`src/rtl/muldiv_ctrl_pkg.sv`:
```
// Shared RV32M op encodings, FSM state codes and decode helpers
// for the iterative multiply/divide unit.
package muldiv_ctrl_pkg;

  localparam logic [2:0] F_MUL    = 3'b000;
  localparam logic [2:0] F_MULH   = 3'b001;
  localparam logic [2:0] F_MULHSU = 3'b010;
  localparam logic [2:0] F_MULHU  = 3'b011;
  localparam logic [2:0] F_DIV    = 3'b100;
  localparam logic [2:0] F_DIVU   = 3'b101;
  localparam logic [2:0] F_REM    = 3'b110;
  localparam logic [2:0] F_REMU   = 3'b111;

  typedef enum logic [1:0] {
    S_IDLE = 2'd0,
    S_CALC = 2'd1,
    S_FIX  = 2'd2,
    S_DONE = 2'd3
  } state_t;

  function automatic logic is_div(input logic [2:0] f);
    return f[2];
  endfunction

  function automatic logic is_rem(input logic [2:0] f);
    return f[2] & f[1];
  endfunction

  function automatic logic sgn_1(input logic [2:0] f);
    return (f == F_MULH) || (f == F_MULHSU) ||
           (f == F_DIV)  || (f == F_REM);
  endfunction

  function automatic logic sgn_2(input logic [2:0] f);
    return (f == F_MULH) || (f == F_DIV) ||
           (f == F_REM);
  endfunction

endpackage

```
`src/rtl/muldiv_ctrl.sv`:
```
// Iterative RV32M unit: 32-step shift-add multiply and
// restoring divide over a 64-bit accumulator.
module muldiv_ctrl
  import muldiv_ctrl_pkg::*;
(
  input  logic        clk_i,
  input  logic        rst_i,
  input  logic        start_i,
  input  logic [2:0]  funct3_i,
  input  logic [31:0] opr_1_i,
  input  logic [31:0] opr_2_i,
  input  logic        flush_i,
  output logic        busy_o,
  output logic        done_o,
  output logic [31:0] result_o
);

  state_t      state_q, state_d;
  logic [4:0]  cnt_q;
  logic [63:0] acc_q;
  logic [31:0] opd_q;
  logic [2:0]  op_q;
  logic        neg_q;

  logic        a_neg, b_neg, neg_in;
  logic [31:0] mag_1, mag_2;
  logic        div_z, div_ovf, bypass;
  logic [31:0] byp_res;
  logic        accept;

  assign a_neg  = sgn_1(funct3_i) & opr_1_i[31];
  assign b_neg  = sgn_2(funct3_i) & opr_2_i[31];
  assign mag_1  = a_neg ? -opr_1_i : opr_1_i;
  assign mag_2  = b_neg ? -opr_2_i : opr_2_i;
  // Remainder follows the dividend sign; everything else the xor
  assign neg_in = is_rem(funct3_i) ? a_neg : (a_neg ^ b_neg);

  assign div_z   = is_div(funct3_i) && (opr_2_i == 32'd0);
  assign div_ovf = is_div(funct3_i) && !funct3_i[0] &&
                   (opr_1_i == 32'h8000_0000) &&
                   (opr_2_i == 32'hFFFF_FFFF);
  assign bypass  = div_z | div_ovf;

  always_comb begin
    byp_res = 32'd0;
    if (div_z)
      byp_res = is_rem(funct3_i) ? opr_1_i : 32'hFFFF_FFFF;
    else if (div_ovf)
      byp_res = is_rem(funct3_i) ? 32'd0 : 32'h8000_0000;
  end

  assign accept = (state_q == S_IDLE) & start_i & ~flush_i;

  logic [32:0] mul_sum;
  logic [33:0] div_sub;
  logic [63:0] step;

  always_comb begin
    mul_sum = {1'b0, acc_q[63:32]} +
              (acc_q[0] ? {1'b0, opd_q} : 33'd0);
    div_sub = {1'b0, acc_q[63:31]} - {2'b0, opd_q};
    if (!is_div(op_q))
      step = {mul_sum, acc_q[31:1]};
    else if (!div_sub[33])
      step = {div_sub[31:0], acc_q[30:0], 1'b1};
    else
      step = {acc_q[62:0], 1'b0};
  end

  logic [63:0] prod;
  logic [31:0] quot, remv, fix_res;

  assign prod = neg_q ? -acc_q : acc_q;
  assign quot = neg_q ? -acc_q[31:0] : acc_q[31:0];
  assign remv = neg_q ? -acc_q[63:32] : acc_q[63:32];

  always_comb begin
    fix_res = quot;
    unique case (1'b1)
      op_q == F_MUL:                  fix_res = prod[31:0];
      !op_q[2] && (op_q != F_MUL):    fix_res = prod[63:32];
      op_q[2] && op_q[1]:             fix_res = remv;
      op_q[2] && !op_q[1]:            fix_res = quot;
    endcase
  end

  always_comb begin
    state_d = state_q;
    unique case (state_q)
      S_IDLE: if (start_i) state_d = bypass ? S_DONE : S_CALC;
      S_CALC: if (cnt_q == 5'd31) state_d = S_FIX;
      S_FIX:  state_d = S_DONE;
      S_DONE: state_d = S_IDLE;
      default: state_d = S_IDLE;
    endcase
    if (flush_i) state_d = S_IDLE;
  end

  always_ff @(posedge clk_i or negedge rst_i) begin
    if (!rst_i) begin
      state_q  <= S_IDLE;
      cnt_q    <= 5'd0;
      acc_q    <= 64'd0;
      opd_q    <= 32'd0;
      op_q     <= 3'd0;
      neg_q    <= 1'b0;
      result_o <= 32'd0;
    end else begin
      state_q <= state_d;
      if (accept) begin
        op_q  <= funct3_i;
        cnt_q <= 5'd0;
        neg_q <= neg_in;
        opd_q <= is_div(funct3_i) ? mag_2 : mag_1;
        acc_q <= {32'd0, is_div(funct3_i) ? mag_1 : mag_2};
        if (bypass) result_o <= byp_res;
      end else if (state_q == S_CALC) begin
        cnt_q <= cnt_q + 5'd1;
        acc_q <= step;
      end else if (state_q == S_FIX && !flush_i) begin
        result_o <= fix_res;
      end
    end
  end

  assign busy_o = (state_q != S_IDLE);
  assign done_o = (state_q == S_DONE) & ~flush_i;

endmodule

```
`config.mk`:
```
export PLATFORM = sky130hd
export DESIGN_NAME = muldiv_ctrl
export DESIGN_NICKNAME = d
export VERILOG_FILES = /design/src/rtl/muldiv_ctrl_pkg.sv /design/src/rtl/muldiv_ctrl.sv
export SDC_FILE = /design/constraint.sdc
export NUM_CORES = 1
export LEC_CHECK = 0
export BUFFER_PORTS_ARGS = -buffer_cell sky130_fd_sc_hd__buf_2
export CORE_ASPECT_RATIO = 0.7
export CORE_MARGIN = 1.5
export CORE_UTILIZATION = 68
export CTS_CLUSTER_DIAMETER = 30
export DETAILED_ROUTE_END_ITERATION = 6
export GPL_ROUTABILITY_DRIVEN = 0
export PLACE_DENSITY = 0.84
export REMOVE_ABC_BUFFERS = 1
export SLEW_MARGIN = 10
export SYNTH_ARGS = -nofsm -noshare
export SYNTH_HDL_FRONTEND = slang
export SYNTH_SLANG_ARGS = --single-unit
```
`constraint.sdc`:
```
create_clock -name clk_i -period 8.9 [get_ports clk_i]
set_input_delay 0.445 -clock clk_i [delete_from_list [all_inputs] [get_ports clk_i]]
set_output_delay 0.445 -clock clk_i [all_outputs]
set_load 0.05 [all_outputs]
```
## Word-level counts from Yosys, hierarchy flattened

Index checks and enable logic that the tools add are counted.

| word-level totals | value |
|---|---|
| register bits | 139 |
| word-level logic and storage cells | 93 |

| cells by class | value |
|---|---|
| mux-type cells | 29 |
| reduce and logical (&&, ||, !) cells | 26 |
| bitwise operators | 9 |
| add/sub/neg operators | 8 |
| equal/unequal tests | 14 |

Operator list:

| operator | count |
|---|---|
| 32-bit two-way mux | 15 |
| 64-bit two-way mux | 5 |
| 32-bit negator | 4 |
| 32-bit one-hot mux with 4 select lines | 1 |
| 32-bit equality test (second input constant) | 2 |
| 64-bit negator | 1 |
| 33-bit by 32-bit subtractor with 34-bit output | 1 |
| 32-bit by 32-bit adder with 33-bit output | 1 |
| 32-bit logical NOT | 1 |
| 5-bit two-way mux | 2 |
| 1-bit logical AND | 8 |
| 2-bit two-way mux | 4 |
| 2-bit one-hot mux with 4 select lines | 1 |
| 1-bit bitwise AND | 6 |
| 3-bit equality test (second input constant) | 2 |
| 3-bit inequality test (second input constant) | 2 |
| 2-bit nonzero test | 3 |
| 5-bit by 1-bit adder with 5-bit output (second input constant) | 1 |
| 5-bit equality test (second input constant) | 1 |
| 1-bit logical OR | 5 |
| 2-bit equality test (second input constant) | 2 |
| 1-bit logical NOT | 4 |
| 2-bit inequality test (second input constant) | 2 |
| 3-bit by 1-bit equality test with 1-bit output (second input constant) | 1 |
| 11 further kinds | 11 |

## Longest topological paths before layout

| logic depth | value |
|---|---|
| depth after elaboration | 9 |
| mapped depth | 14 |

## Least setup slack after synthesis

Ideal clock, no wire load.

| timing | value |
|---|---|
| kind | register to register |
| start point | reg acc_q[31] |
| end point | reg acc_q[62] |
| data arrival time | 2.974 ns |
| path buffers | 0 |
| cell stages (with the launch flop) | 14 |
| slack | 5.858 ns |
| period minus slack after synthesis | 3.042 ns |
| required time | 8.832 ns |
| path through | dfrtp_1 -> inv_1 -> ha_1 -> inv_1 -> fa_1 -> a211oi_1 -> o21ai_0 -> nand4_1 -> o21ai_0 -> nor2_1 -> o211ai_1 -> a2111o_1 -> a2111o_1 -> nand3_1 |

| on the way | value |
|---|---|
| word-level cells in the longest chain between the ends | 5 |

Ends and longest elaborated chain:

| what | RTL line | text |
|---|---|---|
| start: declaration | muldiv_ctrl.sv:20 | `logic [63:0] acc_q;` |
| start signal: assignment | muldiv_ctrl.sv:115 | `acc_q <= {32'd0, is_div(funct3_i) ? mag_1 : mag_2};` |
| start signal: assignment | muldiv_ctrl.sv:119 | `acc_q <= step;` |
| 33-bit by 32-bit subtractor with 34-bit output | muldiv_ctrl.sv:61 | `div_sub = {1'b0, acc_q[63:31]} - {2'b0, opd_q};` |
| 64-bit two-way mux | muldiv_ctrl.sv:64 | `else if (!div_sub[33])` |
| 64-bit two-way mux | muldiv_ctrl.sv:62 | `if (!is_div(op_q))` |
| 64-bit two-way mux | muldiv_ctrl.sv:117 | `end else if (state_q == S_CALC) begin` |
| 64-bit two-way mux | muldiv_ctrl.sv:110 | `if (accept) begin` |

Every way passes these cells. The select of a mux whose other input is x is not followed.
A chain may end at the register's enable or synchronous reset.

## Worst setup path in the final report

| timing | value |
|---|---|
| start point | reg state_q[1] |
| end point | reg result_o[2] |

| on the way | value |
|---|---|
| word-level cells in the longest chain between the ends | 5 |

Ends and longest elaborated chain:

| what | RTL line | text |
|---|---|---|
| start: declaration | muldiv_ctrl.sv:18 | `state_t state_q, state_d;` |
| start signal: assignment | muldiv_ctrl.sv:109 | `state_q <= state_d;` |
| 2-bit logical NOT | muldiv_ctrl.sv:52 | `assign accept = (state_q == S_IDLE) & start_i & ~flush_i;` |
| 1-bit bitwise AND (2 in series) | muldiv_ctrl.sv:52 |  |
| 2-bit inequality test (no source line) / 2-bit nonzero test (equally long branches) | - |  |
| 3-bit AND reduction (no source line) | - |  |
| end signal: assignment | muldiv_ctrl.sv:116 | `if (bypass) result_o <= byp_res;` |
| end signal: assignment | muldiv_ctrl.sv:121 | `result_o <= fix_res;` |
| end: declaration | muldiv_ctrl.sv:15 | `output logic [31:0] result_o` |

Parallel ways exist; a longest one is shown, timed or not.

==> impl_metrics.toml <==
[pwr]
leakagePower_uw = 0.00656
clockPowerShare = 0.108
ir_worst_vdd_mv = 0.320
switching_share = 0.556
pwr-share-seq = 0.212
intPower_uw = 3010
combPwrFrac = 0.679
p_per_area_mw_per_mm2 = 429
netSwitchingPower_uw = 3760
total_power_uw = 6770

[clock_network]
cts.sinks = 139
cts_tree = "built"
cts-root-buf = "clkbuf_16"
cts_resized = 0
post-cts-setup-buffers = 0
clockBufferDepth = 2
cts_buffers = 17
clk_pin_slew_ns = 0.06
hold_buffers = 0
clock_latency_ns = 0.46
htree_levels = 4

[synthesis]
synthesis.area_mm2 = 0.0147
yosysWarnings = 0
yosysTopAreaCell = "dfrtp_1"
ys_seq_area_frac = 0.236
synth_top_cells_by_count = "nand2_1 (214), nor2_1 (206), o21ai_0 (200)"
ys_ff_latch = 139
avgSynthCellArea_um2 = 7.39
yosys.cell_count.top_type = "nand2_1"
yosys-top-cells-area = "dfrtp_1 (24%), o21ai_0 (6.8%), ha_1 (6.4%), nand2_1 (5.5%), a21oi_1 (5.4%)"
synth_top_area_frac = 0.236
syn-instance-count = 1994
ys.flop_type = "dfrtp_1"
synth_edf_count = 0
synth-async-reset-ratio = 1.00
synth.distinct_cells = 79

[drt]
first_pass_iters = 7
drc_errors = 7
detail_route.wl_per_cell_um = 22.8
wl_um = 52200
vias = 16400
via_per_inst = 7.14
ant_nets = 0
dr.first_iter.drc_count = 2695

[global_routing]
use_met3 = 0.142
gr-total-overflow = 0
met2_usage = 0.629
track_usage = 0.460
grt_max_degree = 87
grt.busiest_layer = "met1"
antenna_found_initial = 0
grt_pass1_vias = 14600
met1_usage = 0.659
grt_pass1_wl_um = 80400

[finish]
fin_util = 0.753
layout-drive-gt1-share = 0.0914
fin_nets = 2149
fin_area_mm2 = 0.0158
area_delta_synth_final_pct = 7.20
fill_cells = 1671
antenna_cells = 0

[sta]
slew_headroom = 0.0996
fin_skew_ns = 0.00997
period_share = 0.522
finalSetupViolCount = 0
rsz0062_at_grt = "no"
period_minus_slack_ns = 4.65
fmax_ghz = 0.215
tightest_slew_ns = 1.35
fin_setup_tns_ns = 0
hold_violations = 0
drv_slew = 0
setup_ws_ns = 4.25

[worst_setup_path]
crit_path_end = "result_o[2]"
crit_buf_inv = 2
reg2reg_from = "state_q[1]"
r2r_end = "result_o[2]"
slowest_delay_ns = 0.97
cpMaxStageDelayCell = "nor2_1"
crit_path_start_kind = "flip-flop"
crit_fanout = 66
cp.arrival_ns = 4.99
r2r_cells = 8
r2r_slack_ns = 4.25
critPathLaunch = "state_q[1]"
path_cells = "inv_1, ha_2, buf_4, nor2_1, nand3b_1, o31ai_4, o221ai_1, o22a_1"
cp.depth = 8
worstSetupPathType = "reg -> reg"
crit_required_ns = 9.24
critPathCaptureType = "flip-flop"
path_delay_family = "simple AND/OR/NAND/NOR gates"

[job]
drv_cap = 0

[die]
start_util = 0.703
num_rows = 44
die_x_um = 179
fp.dieArea_mm2 = 0.0226
fp.coreArea_mm2 = 0.0210
die_h_um = 126
io_pins = 105

[min_path]
worstHoldPathType = "in -> async"

[placement]
port_buffers = 104
post-place-ws_ns = 4.61
post_dp_cell_area_mm2 = 0.0152
dp_hpwl_um = 38200

[outcome]
outcome = "finished with violations"
violations = "DRC"
[layout by cell type, fill, tap and decap left out, types with 22 or more instances in the layout]
cell and count:
o21ai_0 200, xor2_1 81, o31ai_1 26, a31oi_1 25, nand3_1 55, nand4_1 22, ha_1 74, o221ai_1 27
nor2_1 205, dfrtp_1 137, o211ai_1 54, nand2_1 214, xnor2_1 89, mux2i_1 50, nand2b_1 22, o21ai_1 25
nor3_1 47, buf_2 103, a21oi_1 160, inv_1 68
[power groups by stage]
| stage | sequential (µW) | combinational [µW] | clock [µW] |
|---|---|---|---|
| global placement | 1390 | 4290 | 0 |
| global route | 1460 | 4980 | 754 |
| finish | 1440 | 4600 | 734 |
| detailed placement | 1410 | 4410 | 0 |
| CTS | 1400 | 4440 | 726 |
| floorplan | 1510 | 3090 | 0 |
[worst reg2reg max path: stages, from the launching register on]
cell      delay (ns)
dfrtp_1         0.41
inv_1           0.09
ha_2            0.35
buf_4           0.46
nor2_1          0.98
nand3b_1        0.97
o31ai_4         0.69
o221ai_1        0.34
o22a_1          0.24
[layout make-up]
| class | instances | area (µm²) | share of cell area |
|---|---|---|---|
| multi-input cells | 1655 | 10500 | 0.664 |
| clock inverters | 12 | 121 | 0.00768 |
| repair buffers | 120 | 647 | 0.0409 |
| clock buffers | 20 | 457 | 0.0289 |
| inverters | 68 | 255 | 0.0162 |
| flip-flops and latches | 139 | 3480 | 0.220 |
| well taps | 276 | 345 | 0.0219 |
[sequential cells by signal, summed over array words and instances, names as in the netlist]
name / count
state_q: 2
op_q: 3
opd_q: 32
neg_q: 1
result_o: 32
cnt_q: 5
acc_q: 64
[worst min path at each step]
| stage | slack (ns) | from | endpoint |
|---|---|---|---|
| after global routing | 0.12 | rst_i | acc_q[59] |
| final | 0.04 | rst_i | acc_q[59] |
| after global placement | 0.47 | opd_q[8] | opd_q[8] |
| after detailed placement | 0.47 | opd_q[9] | opd_q[9] |
| after floorplan | 0.15 | rst_i | acc_q[0] |
| after CTS | 0.09 | rst_i | acc_q[59] |
[metal layers]
metal / vias to the layer above / share of wire / routed length [µm]
li1: 7305 / - / -
met1: 7532 / 0.40 / 20700
met2: 1324 / 0.40 / 20800
met3: 195 / 0.16 / 8310
met4: 0 / 0.047 / 2430
met5: - / 0 / 0
[cells by family (layout without fill, tap and decap cells)]
kind of cell	Yosys count	count (layout)	synth area share
AOI/OAI and AO/OA	670	670	0.285
xor gates and xnor gates	170	170	0.101
adders and majority gates	77	77	0.0664
buffers and inverters	200	220	0.0541
DFF	139	139	0.236
muxes	54	54	0.0370
and+or+nand+nor	684	684	0.221
[per-stage QoR]
step	hold WS, ns	instances
after floorplan	0.149	1862
after global placement	0.466	2258
after detailed placement	0.470	2258
after CTS	0.0907	2290
after global routing	0.117	2290
final	0.0424	2290
No activity file was read; power rests on OpenSTA's default activity.
